==> src/rtl/traffic_light_pkg.sv <==
// traffic_light_pkg: phase encodings, light patterns and phase length/sequence helpers
package traffic_light_pkg;
  typedef enum logic [2:0] {
    LEFT    = 3'd0,
    GREEN   = 3'd1,
    YELLOW  = 3'd2,
    RED     = 3'd3,
    ALLSTOP = 3'd4,
    CLEAR   = 3'd5
  } phase_e;
  localparam logic [3:0] LIGHT_LEFT   = 4'b1001;
  localparam logic [3:0] LIGHT_GREEN  = 4'b0100;
  localparam logic [3:0] LIGHT_YELLOW = 4'b0010;
  localparam logic [3:0] LIGHT_RED    = 4'b0001;
  // CLEAR reuses the yellow duration; untimed states report a length of 1
  function automatic int phase_len(phase_e p, int left_cyc, int green_cyc, int yellow_cyc, int red_cyc);
    return p == LEFT ? left_cyc : p == GREEN ? green_cyc : p == RED ? red_cyc :
           (p == YELLOW || p == CLEAR) ? yellow_cyc : 1;
  endfunction
  function automatic phase_e next_phase(phase_e p);
    return p == LEFT ? GREEN : p == GREEN ? YELLOW : p == YELLOW ? RED : LEFT;
  endfunction
endpackage

==> src/rtl/tl_phase_timer.sv <==
// tl_phase_timer: phase cycle counter with load, terminal flag and remaining-cycles output
module tl_phase_timer #(
  parameter int CNT_W = 5
) (
  input  logic             clk,
  input  logic             rst_n,
  input  logic             load_i,
  input  logic [CNT_W-1:0] load_val_i,
  input  logic             inc_i,
  input  logic [CNT_W:0]   len_i,
  output logic [CNT_W-1:0] cnt_o,
  output logic             term_o,
  output logic [CNT_W-1:0] remain_o
);
  logic [CNT_W-1:0] cnt_q, cnt_d;
  logic [CNT_W:0]   last;
  always_comb cnt_d = load_i ? load_val_i : inc_i ? cnt_q + 1'b1 : cnt_q;
  always_ff @(posedge clk or negedge rst_n)
    if (!rst_n) cnt_q <= '0;
    else        cnt_q <= cnt_d;
  assign last     = len_i - 1'b1;
  assign cnt_o    = cnt_q;
  assign term_o   = {1'b0, cnt_q} == last;
  assign remain_o = CNT_W'(last - {1'b0, cnt_q});
endmodule

==> src/rtl/traffic_light_ctrl.sv <==
// traffic_light_ctrl: single-approach light sequencer with emergency preemption and resume
module traffic_light_ctrl
  import traffic_light_pkg::*;
#(
  parameter int LEFT_CYC   = 5,
  parameter int GREEN_CYC  = 10,
  parameter int YELLOW_CYC = 3,
  parameter int RED_CYC    = 18,
  parameter int CNT_W      = 5,
  parameter int EMERG_MIN  = 2,
  parameter int SAFE_CLEAR = 1
) (
  input  logic             clk,
  input  logic             rst_n,
  input  logic             emergency,
  output logic [3:0]       out,
  output logic [2:0]       phase,
  output logic [CNT_W-1:0] cnt_remain,
  output logic             preempted
);
  localparam int LW = CNT_W + 1;
  localparam int SW = EMERG_MIN > 1 ? $clog2(EMERG_MIN) : 1;
  localparam logic [SW-1:0] STOP_LAST = SW'(EMERG_MIN - 1);
  if (LEFT_CYC < 1 || GREEN_CYC < 1 || YELLOW_CYC < 1 || RED_CYC < 1 || EMERG_MIN < 1 ||
      LEFT_CYC > 2**CNT_W || GREEN_CYC > 2**CNT_W || YELLOW_CYC > 2**CNT_W || RED_CYC > 2**CNT_W)
  begin : g_bad_params
    $error("traffic_light_ctrl: phase lengths must be >=1 and each length-1 must fit in CNT_W bits");
  end
  phase_e           state_q, state_d, saved_state_q, saved_state_d, nxt_state;
  logic [CNT_W-1:0] cnt, nxt_cnt, saved_cnt_q, saved_cnt_d, load_val, remain;
  logic [SW-1:0]    stop_q, stop_d;
  logic [LW-1:0]    len;
  logic             load, inc, term;
  assign len = LW'(phase_len(state_q, LEFT_CYC, GREEN_CYC, YELLOW_CYC, RED_CYC));
  tl_phase_timer #(.CNT_W(CNT_W)) u_timer (
    .clk        (clk),
    .rst_n      (rst_n),
    .load_i     (load),
    .load_val_i (load_val),
    .inc_i      (inc),
    .len_i      (len),
    .cnt_o      (cnt),
    .term_o     (term),
    .remain_o   (remain)
  );
  // what plain sequencing would load at this edge; preemption saves it for the resume
  assign nxt_state = term ? next_phase(state_q) : state_q;
  assign nxt_cnt   = term ? '0 : cnt + 1'b1;
  always_ff @(posedge clk or negedge rst_n)
    if (!rst_n) begin
      state_q       <= LEFT;
      saved_state_q <= LEFT;
      saved_cnt_q   <= '0;
      stop_q        <= '0;
    end else begin
      state_q       <= state_d;
      saved_state_q <= saved_state_d;
      saved_cnt_q   <= saved_cnt_d;
      stop_q        <= stop_d;
    end
  always_comb begin
    state_d       = state_q;
    saved_state_d = saved_state_q;
    saved_cnt_d   = saved_cnt_q;
    stop_d        = stop_q;
    load          = 1'b0;
    load_val      = '0;
    inc           = 1'b0;
    case (state_q)
      LEFT, GREEN, YELLOW, RED: begin
        if (emergency && SAFE_CLEAR != 0 && (state_q == LEFT || state_q == GREEN)) begin
          state_d       = CLEAR;
          load          = 1'b1;
          saved_state_d = RED;
          saved_cnt_d   = '0;
        end else if (emergency) begin
          state_d       = ALLSTOP;
          load          = 1'b1;
          stop_d        = '0;
          saved_state_d = nxt_state;
          saved_cnt_d   = nxt_cnt;
        end else begin
          state_d = nxt_state;
          load    = term;
          inc     = 1'b1;
        end
      end
      CLEAR: begin
        state_d = term ? ALLSTOP : CLEAR;
        load    = term;
        inc     = 1'b1;
        stop_d  = '0;
      end
      ALLSTOP: begin
        stop_d = stop_q == STOP_LAST ? stop_q : stop_q + 1'b1;
        if (!emergency && stop_q == STOP_LAST) begin
          state_d  = saved_state_q;
          load     = 1'b1;
          load_val = saved_cnt_q;
        end
      end
      default: begin
        state_d = LEFT;
        load    = 1'b1;
      end
    endcase
  end
  always_comb begin
    out        = state_q == LEFT ? LIGHT_LEFT : state_q == GREEN ? LIGHT_GREEN :
                 (state_q == YELLOW || state_q == CLEAR) ? LIGHT_YELLOW : LIGHT_RED;
    preempted  = state_q == CLEAR || state_q == ALLSTOP;
    cnt_remain = (state_q == ALLSTOP || state_q > CLEAR) ? '0 : remain;
  end
  assign phase = state_q;
endmodule
==> config.mk <==
export PLATFORM = sky130hd
export DESIGN_NAME = traffic_light_ctrl
export DESIGN_NICKNAME = d
export VERILOG_FILES = /design/src/rtl/traffic_light_pkg.sv /design/src/rtl/tl_phase_timer.sv /design/src/rtl/traffic_light_ctrl.sv
export SDC_FILE = /design/constraint.sdc
export NUM_CORES = 1
export LEC_CHECK = 0
export ABC_AREA = 1
export CAP_MARGIN = 40
export CORE_MARGIN = 2
export CORE_UTILIZATION = 50
export CTS_CLUSTER_DIAMETER = 40
export DETAILED_ROUTE_END_ITERATION = 8
export GPL_TIMING_DRIVEN = 0
export MAX_ROUTING_LAYER = met4
export PLACE_DENSITY_LB_ADDON = 0.12
export SLEW_MARGIN = 25
export SYNTH_ARGS = -nofsm -noshare
export SYNTH_HDL_FRONTEND = slang
export SYNTH_SLANG_ARGS = --single-unit
==> constraint.sdc <==
create_clock -name clk -period 3.47 [get_ports clk]
set_input_delay 1.041 -clock clk [delete_from_list [all_inputs] [get_ports clk]]
set_output_delay 1.041 -clock clk [all_outputs]
set_load 0.01 [all_outputs]
==> results of run 1 <==
==> cells in the mapped netlist, drive strengths merged <==
cell type,instances
a31oi,2
buf,2
a22oi,1
nor3,2
nand4,2
o21ai,5
a21oi,5
nand3,18
xor2,5
nand2,42
o22ai,3
dfrtp,17
nor2,21
ha,6
inv,29
o211ai,2
fa,1
or2,2
a211oi,1
o2111ai,1
==> state kept, by name, summed over array words and instances, names as in the netlist <==
register / flops
saved_state_q: 3
stop_q: 1
phase: 3
saved_cnt_q: 5
u_timer.cnt_o: 5
==> final timing paths <==
check,start,end,slack (ns),cells past startpoint
worst max-delay path,phase[2],cnt_remain[2],0.09,9
worst min-delay path,saved_cnt_q[2],saved_cnt_q[2],0.49,2
worst max register to register,phase[2],phase[0],0.17,20
worst min register to register,saved_cnt_q[2],saved_cnt_q[2],0.49,2
max in group asynchronous,rst_n,stop_q,2.10,2
min in group asynchronous,rst_n,u_timer.cnt_o[4],0.97,1
==> cells by family after synthesis <==
group           after synthesis  share of synthesized area
flops                        17                      0.342
simple gates                 87                      0.350
buf+inv                      31                     0.0996
xor+xnor                      5                     0.0352
compound gates               20                     0.0966
fa+ha+maj                     7                     0.0765
==> layer usage <==
layer | share of wire | vias up
li1 | - | 624
met1 | 0.45 | 578
met2 | 0.49 | 28
met3 | 0.041 | 5
met4 | 0.015 | 0
met5 | 0 | -
==> stage by stage <==
| stage | util | hold slack (ns) |
|---|---|---|
| finish | 0.720 | 0.493 |
| global route | 0.720 | 0.533 |
| CTS | 0.685 | 0.492 |
| detailed placement | 0.594 | 0.471 |
| global placement | 0.594 | 0.470 |
| floorplan | - | 0.449 |
==> worst max-delay path, cell delays in order (launching register included) <==
cell and delay, ns:
dfrtp_1 0.40, buf_6 0.14, inv_4 0.08, nand2_4 0.05, buf_4 0.14, ha_1 0.21, fa_1 0.44, or2_2 0.30
a21oi_2 0.13, buf_2 0.13
==> cells in the final DEF, fill, tap and decap left out, types with 5 or more instances in the layout <==
master,n
dfrtp_1,16
buf_4,23
inv_1,24
nor2_1,14
clkdlybuf4s50_1,11
nand2_2,5
nand2_1,34
nand3_1,13
==> layout make-up <==
type | instances | share of cell area
Clock buffer | 3 | 0.0130
Timing Repair Buffer | 39 | 0.185
Buffer | 2 | 0.0130
Multi-Input combinational cell | 119 | 0.454
Inverter | 29 | 0.0642
Sequential cell | 17 | 0.246
Tap cell | 30 | 0.0216
Clock inverter | 1 | 0.00289
==> timing repair <==
action | 4_1_cts | 5_1_grt
resized for setup | 29 | 11
pin swaps | 5 | 5
endpoints found under the setup margin | 4 | 18
buffers inserted | 20 | 3
hold buffers | 0 | 0
==> results.yml, run 1 <==
finish:
  final_cells: 240
  fill_cells: 187
  multi_input_area_um2: 787
  area_growth_pct: 39.4
  drive_above_1_share: 0.333
  nNetsFinal: 221
  fin_area_um2: 1730
  regArea_um2: 427
  diodes: 0
drt:
  drt-total-wl_mm: 3.12
  wl_per_cell_um: 13.0
  drc: 0
  detail-route-antenna-nets: 0
  drt-pass1-iter-count: 4
  drtIter0Drc: 21
  vias_per_cell: 5.15
  num_vias: 1235
placed_design:
  portBuffers: 15
  place_ws_ns: -0.361
  place_area_um2: 1430
  place_hpwl_mm: 2.07
  gp_congestion: 0.883
  placedCellCount: 212
synth:
  synthCells: 167
  ys_types: 30
  synthTopCellsByArea: "dfrtp_1, nand2_1, inv_1"
  synth_area_leader_cell: "dfrtp_1"
  synth_top_area_frac: 0.342
  synth_nets: 177
  ys_seq_elements: 17
  ys_warn_count: 0
  ys_seq_area_frac: 0.342
  synth_area_per_cell_um2: 7.45
  synth_area_um2: 1240
floorplan:
  io_pins: 16
  fp.dieW_um: 53.9
  dieHeight_um: 53.9
  start_util: 0.516
  core_region_area_um2: 2410
  row_count: 18
  die_area_um2: 2900
sta:
  fin_worst_skew_ns: 0.0118
  fmax_mhz: 296
  finalMaxSlewViolations: 0
  min_period_over_period: 0.975
  setup_violations: 0
  fin_crit_ns: 3.38
  fin_ws_ns: 0.0870
  worst_pin_slew_ns: 0.284
  maxSlewHeadroom: 0.810
  hold_viol: 0
  setup_tns_ns: 0
cts:
  cts_tree: "done"
  clkLatencyLatePin_ns: 0.30
  h-tree-depth: 1
  cts_inserted_buffers: 3
  clock_sinks: 17
  clk_pin_slew_ns: 0.10
  cts_max_path_buffers: 2
  ctsRootBufferMaster: "clkbuf_4"
global_route:
  use_met3: 0.0250
  grt_pass1_vias: 1097
  use_met2: 0.398
  top_usage_layer: "met2"
  grt_first_pass_wirelength_mm: 4.84
  track_usage: 0.245
  antenna_found_initial: 0
  use_met1: 0.311
  grt-ovfl-total: 0
  grt_max_degree: 18
setup_path:
  worstPathArrival_ns: 2.34
  path_max_fanout: 5
  crit_required_ns: 2.43
  critPathCaptureType: "primary output"
  crit_type: "reg -> out"
  startpoint_type: "flop"
status:
  status: "completed"
hold_path:
  hold_class: "reg -> reg"
job:
  drv_cap: 0
Power of run 1 is left out: the tool's default activity adds up to more than one toggle a clock period on the data nets, which glitch-free logic cannot reach.
==> run 2, diff against run 1 <==
--- a/config.mk
+++ b/config.mk
@@ -14,7 +14,7 @@
 export GPL_TIMING_DRIVEN = 0
 export MAX_ROUTING_LAYER = met4
 export PLACE_DENSITY_LB_ADDON = 0.12
-export SLEW_MARGIN = 25
+export SLEW_MARGIN = 20
 export SYNTH_ARGS = -nofsm -noshare
 export SYNTH_HDL_FRONTEND = slang
 export SYNTH_SLANG_ARGS = --single-unit
==> results.yml, run 2 (synthesis results as in run 1) <==
floorplan:
  dieHeight_um: 53.9
  io_pins: 16
  fp.dieW_um: 53.9
  core_region_area_um2: 2410
  die_area_um2: 2900
  start_util: 0.516
  row_count: 18
finish:
  layout_common_cells: "nand2_1, inv_1, buf_4, dfrtp_1, nor2_1"
  area_growth_pct: 38.5
  drive_above_1_share: 0.330
  layout_commonest_cell: "nand2_1"
  diodes: 0
  fin_area_um2: 1720
  final_cells: 239
  nNetsFinal: 220
setup_path:
  critPathSlowestCell: "fa_1"
  crit_required_ns: 2.43
  crit_chain: "buf_6 > inv_4 > nand2_4 > buf_4 > ha_1 > fa_1 > or2_2 > a21oi_2 > buf_2"
  startpoint_type: "flop"
  path_max_fanout: 5
  worst_r2r_path_depth: 22
  crit_type: "reg -> out"
  worstPathArrival_ns: 2.34
  cpPeakStageDelay_ns: 0.44
  critPathCaptureType: "primary output"
cts:
  cts_tree: "done"
  cts_inserted_buffers: 3
  cts_hold_buffers: 0
  clock_sinks: 17
  ctsRootBufferMaster: "clkbuf_4"
  clk_pin_slew_ns: 0.10
  clkLatencyLatePin_ns: 0.30
  h-tree-depth: 1
  cts_max_path_buffers: 2
placed_design:
  place_hpwl_mm: 2.07
  portBuffers: 15
  gp_congestion: 0.883
  placedCellCount: 212
  place_area_um2: 1430
sta:
  maxSlewHeadroom: 0.497
  worst_pin_slew_ns: 0.752
  setup_violations: 0
  setup_tns_ns: 0
  finalMaxSlewViolations: 0
  hold_viol: 0
  fin_crit_ns: 3.38
  min_period_over_period: 0.974
  fmax_mhz: 296
  fin_worst_skew_ns: 0.0106
drt:
  drtIter0Drc: 31
  route.met3.wl_um: 173
  drc: 0
  drt-total-wl_mm: 3.10
  top_layer: "met4"
  detail-route-antenna-nets: 0
  wl_per_cell_um: 13.0
  num_vias: 1246
  drt-pass1-iter-count: 4
  vias_per_cell: 5.21
  drt-met1-wl_mm: 1.37
  wl_met2_mm: 1.51
global_route:
  grt-ovfl-total: 0
  grt_pass1_vias: 1097
  grt_max_degree: 18
  track_usage: 0.245
  antenna_found_initial: 0
  grt_first_pass_wirelength_mm: 4.84
hold_path:
  hold_class: "reg -> reg"
  whs_path_depth: 2
status:
  status: "completed"
job:
  drv_cap: 0
## run 2: cell type report
| class | instances | area (um^2) |
|---|---|---|
| multi-input cells | 119 | 787 |
| well taps | 30 | 37.5 |
| clock buffers | 3 | 22.5 |
| clock inverters | 1 | 5.00 |
| repair buffers | 38 | 310 |
| flip-flops and latches | 17 | 427 |
| inverters | 29 | 111 |
| plain buffers | 2 | 22.5 |
| fillers | 187 | 687 |
## run 2: metrics by stage
step | utilization | setup slack (ns) | hold WS, ns
after CTS | 0.685 | -0.0251 | 0.492
final | 0.715 | 0.0894 | 0.494
after global placement | 0.594 | -0.287 | 0.470
after floorplan | - | 0.218 | 0.449
after global routing | 0.715 | -0.0437 | 0.533
after detailed placement | 0.594 | -0.361 | 0.471
## run 2: worst paths after layout
| check | slack, ns | endpoint | start |
|---|---|---|---|
| worst max-delay path | 0.09 | cnt_remain[2] | phase[2] |
| worst max register to register | 0.17 | saved_state_q[0] | phase[2] |
| worst min register to register | 0.49 | saved_cnt_q[2] | saved_cnt_q[2] |
| max in group asynchronous | 1.78 | phase[0] | rst_n |
| worst min-delay path | 0.49 | saved_cnt_q[2] | saved_cnt_q[2] |
| min in group asynchronous | 1.18 | saved_cnt_q[4] | rst_n |
## run 2: per-layer routing
layer,vias up,track usage
li1,624,-
met3,5,0.0250
met1,582,0.311
met4,0,0.103
met2,35,0.398
met5,-,-
## run 2: timing repair
item                       CTS  global route
gates resized for setup     29            11
setup endpoints to repair    4            18
pin swaps                    5             5
buffers inserted            20             3
## run 2: critical path: cells and delay by family, from the launching register on
family,cells,cell delay (ns)
DFF,1,0.40
adders and majority gates,2,0.65
and+or+nand+nor,2,0.35
buffers and inverters,4,0.49
AOI/OAI and AO/OA,1,0.13
Power of run 2 is left out for the same reason.
==> run 3, diff against run 2 <==
--- a/config.mk
+++ b/config.mk
@@ -6,7 +6,7 @@
 export NUM_CORES = 1
 export LEC_CHECK = 0
 export ABC_AREA = 1
-export CAP_MARGIN = 40
+export CAP_MARGIN = 20
 export CORE_MARGIN = 2
 export CORE_UTILIZATION = 50
 export CTS_CLUSTER_DIAMETER = 40
==> constraint.sdc (replaced) <==
create_clock -name clk -period 4.3 [get_ports clk]
set_input_delay 1.29 -clock clk [delete_from_list [all_inputs] [get_ports clk]]
set_output_delay 1.29 -clock clk [all_outputs]
set_load 0.01 [all_outputs]
==> results.yml, run 3 (synthesis results as in run 1) <==
status:
  status: "completed"
setup_path:
  critPathSlowestCell: "dfrtp_1"
  startpoint_type: "flop"
  crit_type: "reg -> out"
  path_buf_inv: 3
  crit_chain: "clkbuf_4 > nor2_2 > inv_1 > nand2_1 > ha_4 > xor2_2 > ha_1 > a21oi_1 > o21ai_0 > or2_2 > a21oi_1 > dlygate4sd2_1"
  worstPathArrival_ns: 2.75
  cp_top_family: "buffers and inverters"
  crit_top_cell: "a21oi_1"
  r2r-start: "phase[1]"
  crit_path_start: "phase[1]"
  crit_required_ns: 3.01
  critPathCaptureType: "primary output"
  path_max_fanout: 8
  cpPeakStageDelay_ns: 0.35
drt:
  wl_per_cell_um: 12.3
  drt-total-wl_mm: 2.67
  vias_per_cell: 5.19
  drc: 0
  num_vias: 1126
  drtIter0Drc: 21
  drt-pass1-iter-count: 4
  detail-route-antenna-nets: 0
placed_design:
  place_hpwl_mm: 2.07
  portBuffers: 15
  gp_congestion: 0.883
cts:
  clkLatencyLatePin_ns: 0.29
  cts_inserted_buffers: 3
  cts_max_path_buffers: 2
  cts_tree: "done"
  clk_pin_slew_ns: 0.10
  h-tree-depth: 1
  clock_sinks: 17
  cts_hold_buffers: 0
  ctsRootBufferMaster: "clkbuf_4"
global_route:
  grt_pass1_vias: 996
  grt_first_pass_wirelength_mm: 4.33
  antenna_found_initial: 0
  grt-ovfl-total: 0
  track_usage: 0.216
  grt_max_degree: 18
finish:
  layout_commonest_cell: "nand2_1"
  layout_common_cells: "nand2_1, inv_1, nor2_1, dfrtp_1, nand3_1"
  nNetsFinal: 198
  drive_above_1_share: 0.176
  diodes: 0
  area_growth_pct: 20.6
floorplan:
  start_util: 0.516
  dieHeight_um: 53.9
  core_region_area_um2: 2410
  die_area_um2: 2900
  fp.dieW_um: 53.9
  row_count: 18
  io_pins: 16
sta:
  fin_crit_ns: 4.04
  fmax_mhz: 248
  hold_viol: 0
  finalMaxSlewViolations: 0
  grt_setup_unrepaired: "no"
  min_period_over_period: 0.939
  worst_pin_slew_ns: 0.737
  setup_violations: 0
  maxSlewHeadroom: 0.507
  setup_tns_ns: 0
  fin_worst_skew_ns: 0.0121
job:
  drv_cap: 0
hold_path:
  min-delay-start: "saved_cnt_q[2]"
  hold_class: "reg -> reg"
run 3: changes by cell type in the layout (fill, tap and decap cells not counted), moves of 3 or more:
cell	before	now
buf_4	23	2
a21oi_1	2	5
a21oi_2	3	0
buf_2	3	0
nor2_1	14	17
run 3: path summary, 6_finish.rpt:
check                                        end  slack, ns  cells past startpoint
min in group asynchronous         saved_cnt_q[4]       1.42                      1
worst max register to register  saved_state_q[0]       1.70                     14
worst max-delay path               cnt_remain[3]       0.26                     12
worst min register to register    saved_cnt_q[2]       0.50                      2
worst min-delay path              saved_cnt_q[2]       0.50                      2
max in group asynchronous               phase[0]       2.37                      1
run 3: cell type report:
type                       count  area, um^2
multi-input combinational    119         724
clock buffer                   3        22.5
fill                         217         910
buffer                         2        15.0
sequential                    17         427
inverter                      29         111
timing repair buffer          16         158
clock inverter                 1        5.00
tap                           30        37.5
run 3: layer usage:
layer / wire [um] / vias to the layer above / share of wire / GRT usage
li1: - / 580 / - / -
met1: 1260 / 524 / 0.47 / 0.279
met2: 1300 / 20 / 0.49 / 0.341
met3: 88 / 2 / 0.033 / 0.0250
met4: 23 / 0 / 0.0086 / 0.0940
met5: 0 / - / 0 / -
run 3: what timing repair did:
item,4_1_cts,5_1_grt
buffers inserted,1,0
gates resized for setup,4,7
endpoints found under the setup margin,2,2
pin swaps,1,0
run 3: worst reg2reg max path, cell delays in order, from the launching register on:
cell,delay [ns]
dfrtp_1,0.35
clkbuf_4,0.19
nor2_2,0.06
inv_1,0.10
nand2_1,0.10
ha_4,0.19
xor2_2,0.17
ha_1,0.35
nand2_1,0.08
nor2_1,0.33
nand3_2,0.22
nand2_1,0.14
nand3_1,0.07
o21ai_0,0.08
inv_1,0.06
run 3: per-stage QoR:
step / util / instances / worst slack (ns) / hold slack, ns / area [um^2]
floorplan: - / 167 / 0.799 / 0.449 / 1240
global placement: 0.594 / 212 / 0.294 / 0.470 / 1430
detailed placement: 0.594 / 212 / 0.220 / 0.471 / 1430
CTS: 0.610 / 217 / 0.0576 / 0.492 / 1470
global route: 0.623 / 217 / 0.0279 / 0.533 / 1500
finish: 0.623 / 217 / 0.263 / 0.495 / 1500
Power of run 3 is left out for the same reason.
